==> src/rtl/mod_param_scheduler_if.sv <==
// Shadow-register write/commit port of the parameter scheduler.
// The slave samples strobes only while o_wr_ready is high; the master drives the strobes.
interface mod_param_scheduler_if;
    logic        i_wr_en;
    logic [2:0]  i_wr_addr;
    logic [31:0] i_wr_data;
    logic        i_commit;
    logic        o_wr_ready;

    modport master (
        output i_wr_en, i_wr_addr, i_wr_data, i_commit,
        input  o_wr_ready
    );

    modport slave (
        input  i_wr_en, i_wr_addr, i_wr_data, i_commit,
        output o_wr_ready
    );
endinterface

==> src/rtl/mod_param_scheduler.sv <==
// Glitch-free modulation parameter update: shadows -> commit buffer -> active set applied at a half-period boundary or timeout.
// Active outputs change 2 edges after the boundary-detect cycle; o_wr_ready drops in PEND/APPLY, where strobes are ignored.
module mod_param_scheduler #(
    parameter int          OUTPUT_BIT  = 16,
    parameter logic [31:0] TIMEOUT_CYC = 32'd4096
) (
    input  logic                  i_clk,
    input  logic                  i_rst_n,
    input  logic                  i_enable,
    input  logic                  i_mod_status,
    mod_param_scheduler_if.slave  wr_if,
    output logic [31:0]           o_freq_cnt,
    output logic [OUTPUT_BIT-1:0] o_amp_H,
    output logic [OUTPUT_BIT-1:0] o_amp_L,
    output logic [31:0]           o_ramp_trig_cnt,
    output logic                  o_mod_rst_n,
    output logic                  o_err,
    output logic                  o_timeout,
    output logic [1:0]            o_state
);

    typedef enum logic [1:0] {
        IDLE  = 2'd0,
        RUN   = 2'd1,
        PEND  = 2'd2,
        APPLY = 2'd3
    } state_t;

    typedef struct packed {
        logic [31:0]           freq;
        logic [OUTPUT_BIT-1:0] amp_h;
        logic [OUTPUT_BIT-1:0] amp_l;
        logic [31:0]           ramp;
    } param_t;

    localparam param_t RST_P = '{freq: 32'd125, amp_h: '0, amp_l: '0, ramp: '0};

    state_t      state_q, state_d;
    logic        rdy_q, rdy_d;
    logic        status_q, status_d;
    logic [31:0] cnt_q, cnt_d;
    param_t      shd_q, shd_d;
    param_t      buf_q, buf_d;
    param_t      act_q, act_d;
    logic        err_q, err_d;
    logic        tmo_q, tmo_d;

    param_t      eff;
    logic        ready;
    logic        wr_ok;
    logic        cm_ok;
    logic        cm_valid;
    logic        boundary;

    assign ready    = rdy_q && (state_q == IDLE || state_q == RUN);
    assign wr_ok    = wr_if.i_wr_en && ready;
    assign cm_ok    = wr_if.i_commit && ready;
    assign boundary = i_mod_status ^ status_q;

    always_comb begin
        state_d  = state_q;
        rdy_d    = 1'b1;
        status_d = i_mod_status;
        cnt_d    = cnt_q;
        buf_d    = buf_q;
        act_d    = act_q;
        err_d    = 1'b0;
        tmo_d    = 1'b0;
        eff      = shd_q;

        // Same-cycle write is folded in so a simultaneous commit sees it.
        if (wr_ok) begin
            case (wr_if.i_wr_addr)
                3'd0:    eff.freq  = wr_if.i_wr_data;
                3'd1:    eff.amp_h = wr_if.i_wr_data[OUTPUT_BIT-1:0];
                3'd2:    eff.amp_l = wr_if.i_wr_data[OUTPUT_BIT-1:0];
                3'd3:    eff.ramp  = wr_if.i_wr_data;
                default: err_d     = 1'b1;
            endcase
        end
        shd_d = eff;

        cm_valid = cm_ok && (eff.freq != 32'd0);
        if (cm_ok && eff.freq == 32'd0) begin
            err_d = 1'b1;
        end

        case (state_q)
            IDLE: begin
                if (cm_valid) act_d = eff;
                if (i_enable) state_d = RUN;
            end
            RUN: begin
                if (!i_enable) begin
                    state_d = IDLE;
                    if (cm_valid) act_d = eff;
                end else if (cm_valid) begin
                    buf_d   = eff;
                    cnt_d   = 32'd0;
                    state_d = PEND;
                end
            end
            PEND: begin
                if (boundary || !i_enable) begin
                    state_d = APPLY;
                end else if (cnt_q == TIMEOUT_CYC - 32'd1) begin
                    state_d = APPLY;
                    tmo_d   = 1'b1;
                end else begin
                    cnt_d = cnt_q + 32'd1;
                end
            end
            APPLY: begin
                act_d   = buf_q;
                cnt_d   = 32'd0;
                state_d = i_enable ? RUN : IDLE;
            end
            default: state_d = IDLE;
        endcase
    end

    always_ff @(posedge i_clk or negedge i_rst_n) begin
        if (!i_rst_n) begin
            state_q  <= IDLE;
            rdy_q    <= 1'b0;
            status_q <= 1'b0;
            cnt_q    <= 32'd0;
            shd_q    <= RST_P;
            buf_q    <= RST_P;
            act_q    <= RST_P;
            err_q    <= 1'b0;
            tmo_q    <= 1'b0;
        end else begin
            state_q  <= state_d;
            rdy_q    <= rdy_d;
            status_q <= status_d;
            cnt_q    <= cnt_d;
            shd_q    <= shd_d;
            buf_q    <= buf_d;
            act_q    <= act_d;
            err_q    <= err_d;
            tmo_q    <= tmo_d;
        end
    end

    assign wr_if.o_wr_ready = ready;
    assign o_freq_cnt       = act_q.freq;
    assign o_amp_H          = act_q.amp_h;
    assign o_amp_L          = act_q.amp_l;
    assign o_ramp_trig_cnt  = act_q.ramp;
    assign o_mod_rst_n      = (state_q != IDLE);
    assign o_err            = err_q;
    assign o_timeout        = tmo_q;
    assign o_state          = state_q;

endmodule

==> src/flat_wrapper.sv <==
// flat-port wrapper written by rule: the top's interface ports become plain ports
module mod_param_scheduler_flat 
#(
    parameter int          OUTPUT_BIT  = 16,
    parameter logic [31:0] TIMEOUT_CYC = 32'd4096
)
  (i_clk, i_rst_n, i_enable, i_mod_status, o_freq_cnt, o_amp_H, o_amp_L, o_ramp_trig_cnt, o_mod_rst_n, o_err, o_timeout, o_state, wr_if_i_wr_en, wr_if_i_wr_addr, wr_if_i_wr_data, wr_if_i_commit, wr_if_o_wr_ready);
  mod_param_scheduler_if wr_if_i ();
  input  logic i_clk;
  input  logic i_rst_n;
  input  logic i_enable;
  input  logic i_mod_status;
  output logic [31:0] o_freq_cnt;
  output logic [OUTPUT_BIT-1:0] o_amp_H;
  output logic [OUTPUT_BIT-1:0] o_amp_L;
  output logic [31:0] o_ramp_trig_cnt;
  output logic o_mod_rst_n;
  output logic o_err;
  output logic o_timeout;
  output logic [1:0] o_state;
  input wire logic [$bits(wr_if_i.i_wr_en)-1:0] wr_if_i_wr_en;
  input wire logic [$bits(wr_if_i.i_wr_addr)-1:0] wr_if_i_wr_addr;
  input wire logic [$bits(wr_if_i.i_wr_data)-1:0] wr_if_i_wr_data;
  input wire logic [$bits(wr_if_i.i_commit)-1:0] wr_if_i_commit;
  output wire logic [$bits(wr_if_i.o_wr_ready)-1:0] wr_if_o_wr_ready;
  assign wr_if_i.i_wr_en = wr_if_i_wr_en;
  assign wr_if_i.i_wr_addr = wr_if_i_wr_addr;
  assign wr_if_i.i_wr_data = wr_if_i_wr_data;
  assign wr_if_i.i_commit = wr_if_i_commit;
  assign wr_if_o_wr_ready = wr_if_i.o_wr_ready;
  mod_param_scheduler #(.OUTPUT_BIT(OUTPUT_BIT), .TIMEOUT_CYC(TIMEOUT_CYC)) u_core (.i_clk(i_clk), .i_rst_n(i_rst_n), .i_enable(i_enable), .i_mod_status(i_mod_status), .wr_if(wr_if_i), .o_freq_cnt(o_freq_cnt), .o_amp_H(o_amp_H), .o_amp_L(o_amp_L), .o_ramp_trig_cnt(o_ramp_trig_cnt), .o_mod_rst_n(o_mod_rst_n), .o_err(o_err), .o_timeout(o_timeout), .o_state(o_state));
endmodule
==> config.mk <==
export PLATFORM = sky130hd
export DESIGN_NAME = mod_param_scheduler_flat
export DESIGN_NICKNAME = d
export VERILOG_FILES = /design/src/rtl/mod_param_scheduler_if.sv /design/src/rtl/mod_param_scheduler.sv /design/src/flat_wrapper.sv
export SDC_FILE = /design/constraint.sdc
export NUM_CORES = 1
export LEC_CHECK = 0
export ABC_AREA = 1
export BUFFER_PORTS_ARGS = -buffer_cell sky130_fd_sc_hd__buf_2
export CAP_MARGIN = 10
export CORE_MARGIN = 10
export CORE_UTILIZATION = 60
export CTS_BUF_LIST = sky130_fd_sc_hd__clkbuf_4 sky130_fd_sc_hd__clkbuf_8 sky130_fd_sc_hd__clkbuf_16
export CTS_CLUSTER_DIAMETER = 50
export CTS_CLUSTER_SIZE = 40
export DETAILED_ROUTE_END_ITERATION = 12
export PLACE_DENSITY_LB_ADDON = 0.3
export SLEW_MARGIN = 40
export SYNTH_ARGS = -nofsm -noshare
export SYNTH_HDL_FRONTEND = slang
export SYNTH_SLANG_ARGS = --single-unit
==> constraint.sdc <==
create_clock -name i_clk -period 5.1 [get_ports i_clk]
set_input_delay 0.51 -clock i_clk [delete_from_list [all_inputs] [get_ports i_clk]]
set_output_delay 0.51 -clock i_clk [all_outputs]
set_load 0.005 [all_outputs]
After elaboration in Yosys (flattened, before gate mapping)
Cells that the tools add are included.
Word-level totals
  register bits after elaboration: 326
  bits of input ports: 41
  output and inout port bits: 102
  logic and storage cells: 81
Operators by class
  add/subtract/negate cells: 1
  equality and inequality tests: 15
  mux-type cells: 26
  bitwise logic cells: 1
  reductions and logical operators: 20
Operator list (number)
  96-bit 2-to-1 mux: 3
  96-bit one-hot mux with 3 select lines: 1
  32-bit 2-to-1 mux: 6
  32-bit one-hot mux with 3 select lines: 1
  32-bit by 1-bit adder with 32-bit output (second input constant): 1
  32-bit by 12-bit equality test with 1-bit output (second input constant): 1
  32-bit logical NOT: 1
  16-bit 2-to-1 mux: 2
  32-bit nonzero test: 1
  2-bit 2-to-1 mux: 5
  2-bit != test (second input constant): 5
  2-bit one-hot mux with 4 select lines: 1
  1-bit 2-to-1 mux: 7
  3-bit by 2-bit equality test with 1-bit output (second input constant): 2
  3-bit AND reduction: 2
  3-bit nonzero test: 2
  1-bit logical AND: 5
  5-bit AND reduction: 1
  2-bit equality test (second input constant): 2
  4-bit OR reduction: 1
  3-bit by 1-bit equality test with 1-bit output (second input constant): 1
  3-bit logical NOT: 1
  3-bit by 1-bit != test with 1-bit output (second input constant): 1
  3-bit by 2-bit != test with 1-bit output (second input constant): 1
  other kinds (8): 9

Longest topological paths before layout
  depth in word-level cells: 10
  gate-level depth with buffers: 19
  mapped depth without buffers: 16

Worst setup path before layout
Ideal clock, no wire load.
  path kind: input to register
  from: input port wr_if_i_wr_addr[0]
  to: register u_core.act_q, in the netlist u_core.o_amp_L[10]
  library setup time: 117 ps
  arrival time: 2175 ps
  required time: 4983 ps
  path slack: 2808 ps
  stages: 18
  buffers on the path: 4
  cells stage by stage: nor2_1 nand2_1 nor2_2 buf_4 buf_6 nand2_1 o21ai_1 nand2_1 nor2_1 nand2_1 nor2_1 nand2_1 nand2_2 nand2_4 buf_6 buf_2 nand3_1 nand2_1
On the way
  longest elaborated chain between the ends: 8
  elaborated cells between the ends (all ways): 10
  those cells by class: 1 x eq/ne; 6 x mux; 3 x reduce/logical
Ends and longest elaborated chain
  start: declaration: RTL line flat_wrapper.sv:22  | input wire logic [$bits(wr_if_i.i_wr_addr)-1:0] wr_if_i_wr_addr;
  3-bit logical NOT: RTL line mod_param_scheduler.sv:73  | case (wr_if.i_wr_addr)
  32-bit 2-to-1 mux: RTL line mod_param_scheduler.sv:73
  96-bit 2-to-1 mux *: RTL line mod_param_scheduler.sv:72  | if (wr_ok) begin
  32-bit nonzero test: RTL line mod_param_scheduler.sv:83  | cm_valid = cm_ok && (eff.freq != 32'd0);
  1-bit logical AND: RTL line mod_param_scheduler.sv:83
  96-bit 2-to-1 mux *: RTL line mod_param_scheduler.sv:90, mod_param_scheduler.sv:96
  96-bit 2-to-1 mux: RTL line mod_param_scheduler.sv:94  | if (!i_enable) begin
  96-bit one-hot mux with 3 select lines *: RTL line mod_param_scheduler.sv:88  | case (state_q)
  end signal: assignment: RTL line mod_param_scheduler.sv:140  | act_q <= act_d;
  end: declaration: RTL line mod_param_scheduler.sv:44  | param_t act_q, act_d;
Every way passes the cells marked *; elsewhere a longest branch is shown, timed or not. The select of a mux whose other input is x is not followed.
A chain may end at the register's enable or synchronous reset.

==> Flow_metrics.wiki <==
{| class="wikitable"
! Metric !! Value
|-
| Status || finished clean
|-
| Endpoint required time on the critical path || 5.59 ns
|-
| Final Skew || 0.0142 ns
|-
| Most instantiated flip-flop cell in the synthesis netlist || dfrtp_1
|-
| Start point of the worst hold path || i_mod_status
|-
| Logic depth of the worst register-to-register path || 17
|-
| Worst stage delay on the critical path || 0.48 ns
|-
| Final worst-path cycle share || 68.8%
|-
| Total setup violations reported at the end of the flow || 0
|-
| Clock slew seen by the registers of the worst setup and hold paths || 0.07 ns
|-
| Drt drc || 0
|-
| Internal power contribution || 5760 µW
|-
| Family of cells with the greatest summed delay on the critical path || simple AND/OR/NAND/NOR gates
|-
| Type of element capturing the critical path || flop
|-
| Wire per inst || 16.4 µm
|-
| Cell depth of the worst setup path || 17
|-
| Hold bufs inserted after CTS || 1
|-
| Sequential share of the synthesized area || 56.0%
|-
| Chip height || 176 µm
|-
| Most repeated library cell on the critical path || nand2_1
|-
| Count of final max-slew check failures || 0
|-
| PnR Total Power || 8880 µW
|-
| Number of global-route vias before repair || 12,000
|-
| Net total in the final layout || 1,944
|-
| Fmax achieved || 285 MHz
|-
| Switching power || 3120 µW
|-
| GRT Util Overall || 23.6%
|-
| Ratio of total power to cell area || 534 mW/mm²
|-
| First-pass GRT wire length || 60.9 mm
|-
| Sequential Power Share || 44.0%
|-
| Num rows || 57
|-
| Flop and latch count out of synthesis || 326
|-
| Proportion of power drawn by combinational gates || 27.1%
|-
| CTS max path bufs || 3
|-
| Cells resized by post-CTS repair || 0
|-
| Clock Latency Late Sink || 0.56 ns
|-
| Worst Path Arrival || 4.00 ns
|-
| Share of async-settable or async-resettable flops after synthesis || 100%
|-
| Total setup buffers inserted after CTS || 0
|-
| First-pass detailed-route iteration total || 5
|-
| Sum of negative setup slack || 0 ns
|-
| Core Box Area || 0.0241 mm²
|-
| Cell chosen for the clock root || clkbuf_16
|-
| Clock share of power || 28.9%
|-
| Cell area after synthesis || 0.0146 mm²
|-
| Hold Crit Depth || 1
|-
| Final cell count without fillers || 2,250
|-
| IO buf count || 142
|-
| Relative slew slack || 47.9%
|-
| Fin crit period || 3.51 ns
|-
| Worst-case register-to-register setup slack || 1.59 ns
|-
| Maximum number of pins on one net before global-route repair || 129
|-
| Number of warnings issued by yosys || 0
|-
| Antenna diode count || 0
|-
| Iteration-0 DRC count of the detailed router || 1,370
|-
| Number of synthesized flops with an enable pin || 0
|-
| Ratio of cells with drive above 1 in the final layout || 12.8%
|-
| Final HPWL DP || 24.1 mm
|-
| Number of nets still failing antenna checks after routing || 0
|-
| Final Hold Vio Count || 0
|-
| Number of max-cap violations || 0
|-
| Number of vias after detailed routing || 12,300
|-
| Cells along the critical path || inv_2 -> nand3_2 -> nor2_4 -> buf_16 -> nand2_1 -> o21ai_0 -> nand2_1 -> nor2_1 -> nand2_1 -> nor2_1 -> nand2_1 -> nand2_2 -> nand2_1 -> nand2_1 -> buf_4 -> nand2_1 -> nand2_1
|-
| Proportion of total power due to net switching || 35.1%
|-
| Number of buffers created by CTS || 30
|-
| Endpoint of the lowest-slack register-to-register path || u_core.cnt_q[29]
|-
| Count of boundary I/O pins || 143
|-
| Drt via density || 5.45
|-
| Type of the worst setup path || reg2reg
|-
| Mean area per synthesized cell || 8.05 µm²
|-
| Critical path peak fanout || 33
|-
| Wire length reported by the detailed router || 36.9 mm
|-
| Die Area || 0.0310 mm²
|-
| Slowest cell on crit path || dfrtp_1
|-
| Clock Sink Count || 326
|-
| Clock tree from TritonCTS || built
|-
| DIE WIDTH || 176 µm
|-
| CP bufs+invs || 3
|-
| Final weighted congestion of routability-driven global placement || 0.918
|-
| Total congestion overflow after global routing || 0
|-
| Type of the worst min-delay path || in2reg
|-
| Reported leakage power || 0.00858 µW
|-
| WHS Endpoint || u_core.status_q
|-
| Sort of element at the start of the critical path || flop
|-
| Post-Syn Instances || 1,813
|-
| Synthesized Nets || 1,855
|-
| Worst IR drop on VDD || 0.334 mV
|-
| Instance count after placement with tap cells included || 2,192
|-
| Worst Max-Slew Pin Slew || 0.782 ns
|-
| Unrepaired setup endpoints after global routing || false
|-
| Initial cell density of the core || 60.6%
|-
| CTS H-Tree Depth || 1
|-
| Relative area change from synthesis to final layout || 14.0%
|-
| Initial antenna violation count || 0
|-
| Netlist cell types || 34
|}
[routing by layer]
metal / GRT usage (%) / up-vias / share of wire [%]
li1: - / 5907 / -
met1: 34.2 / 5868 / 45
met2: 36.2 / 412 / 45
met3: 3.61 / 70 / 6.1
met4: 7.24 / 0 / 3.2
met5: 0 / - / 0
[how the worst max path moves through the flow]
stage	to	start	slack (ns)
floorplan	u_core.o_amp_L[10]	wr_if_i_wr_addr[0]	2.81
global placement	u_core.o_ramp_trig_cnt[23]	wr_if_i_wr_addr[0]	1.25
detailed placement	u_core.cnt_q[29]	wr_if_i_wr_addr[0]	1.28
CTS	u_core.cnt_q[29]	flop	1.41
global route	u_core.cnt_q[23]	flop	1.32
finish	u_core.cnt_q[29]	flop	1.59
[flip-flops by register name, summed over array words and instances (netlist names), named ones only]
name                    count
u_core.o_amp_L             16
u_core.status_q             1
u_core.rdy_q                1
u_core.o_ramp_trig_cnt     32
u_core.o_state              1
u_core.o_err                1
u_core.o_freq_cnt          32
u_core.shd_q               96
u_core.o_timeout            1
u_core.o_amp_H             16
u_core.cnt_q               32
u_core.buf_q               96
[stage by stage]
stage / hold slack (ns) / util, % / worst slack [ns] / cell area (µm²)
2_1_floorplan: 0.214 / - / 2.81 / 14600
5_1_grt: 0.0626 / 69.0 / 1.32 / 16600
6_report: 0.0700 / 69.0 / 1.59 / 16600
4_1_cts: 0.0577 / 68.9 / 1.41 / 16600
3_5_place_dp: 0.448 / 64.0 / 1.28 / 15400
3_3_place_gp: 0.450 / 63.7 / 1.25 / 15400
[area by class of cell]
cell class                      count  area (µm²)
Timing Repair Buffer              154         873
Clock inverter                     25         404
Sequential cell                   326        8180
Inverter                          190         723
Tap cell                          324         405
Clock buffer                       31         764
Multi-Input combinational cell   1200        5290
Fill cell                        1930        7470
[cells by family after synthesis]
group,Yosys count,synth area share (%)
AOI/OAI and AO/OA,293,10.1
DFF,326,56.0
adders and majority gates,1,0.0857
and+or+nand+nor,894,25.1
xor gates and xnor gates,11,0.660
buffers and inverters,287,8.09
other,1,0.0257
[cells in the mapped netlist (2+ instances only)]
library cell,number,share of area [%]
nand2_2,2,0.086
nand2_1,664,17
nor3b_1,3,0.15
nor4_1,6,0.26
nor2_1,47,1.2
o21ai_0,216,7.4
dfrtp_1,308,53
nand3_2,2,0.14
clkinv_1,2,0.051
nand3b_1,2,0.10
buf_4,2,0.10
o21ai_1,66,2.3
dfstp_2,18,3.2
buf_6,8,0.62
nand4_1,13,0.56
or2_2,5,0.21
xor2_1,10,0.60
nor3_1,18,0.62
clkbuf_1,54,1.4
buf_1,4,0.10
buf_2,28,0.96
a21oi_1,10,0.34
nand2_4,2,0.15
inv_1,185,4.8
inv_2,3,0.077
nand3_1,127,4.4
[layout by cell type, fill, tap and decap left out, types with 13 or more instances in the layout]
master,synthesis,layout
clkbuf_16,0,30
nand2_1,664,660
inv_1,185,185
buf_2,28,141
o21ai_1,66,66
dfrtp_1,308,308
nand3_1,127,127
o21ai_0,216,216
nor2_1,47,47
nand4_1,13,13
dfstp_2,18,18
nor3_1,18,18
[power groups by stage]
stage	Sequential (µW)	Combinational [µW]	Clock, µW
2_1_floorplan	3900	1510	0
3_3_place_gp	3890	2290	0
3_5_place_dp	3940	2390	0
4_1_cts	3900	2430	2590
5_1_grt	4000	2780	2690
6_report	3910	2400	2570
[worst reg2reg max path: stages (launching register included)]
cell and delay [ns]:
dfrtp_1 0.48, inv_2 0.13, nand3_2 0.13, nor2_4 0.32, buf_16 0.22, nand2_1 0.07
o21ai_0 0.22, nand2_1 0.12, nor2_1 0.14, nand2_1 0.09, nor2_1 0.17, nand2_1 0.17
nand2_2 0.14, nand2_1 0.25, nand2_1 0.34, buf_4 0.33, nand2_1 0.09, nand2_1 0.06
No activity file was read; power rests on OpenSTA's default activity.
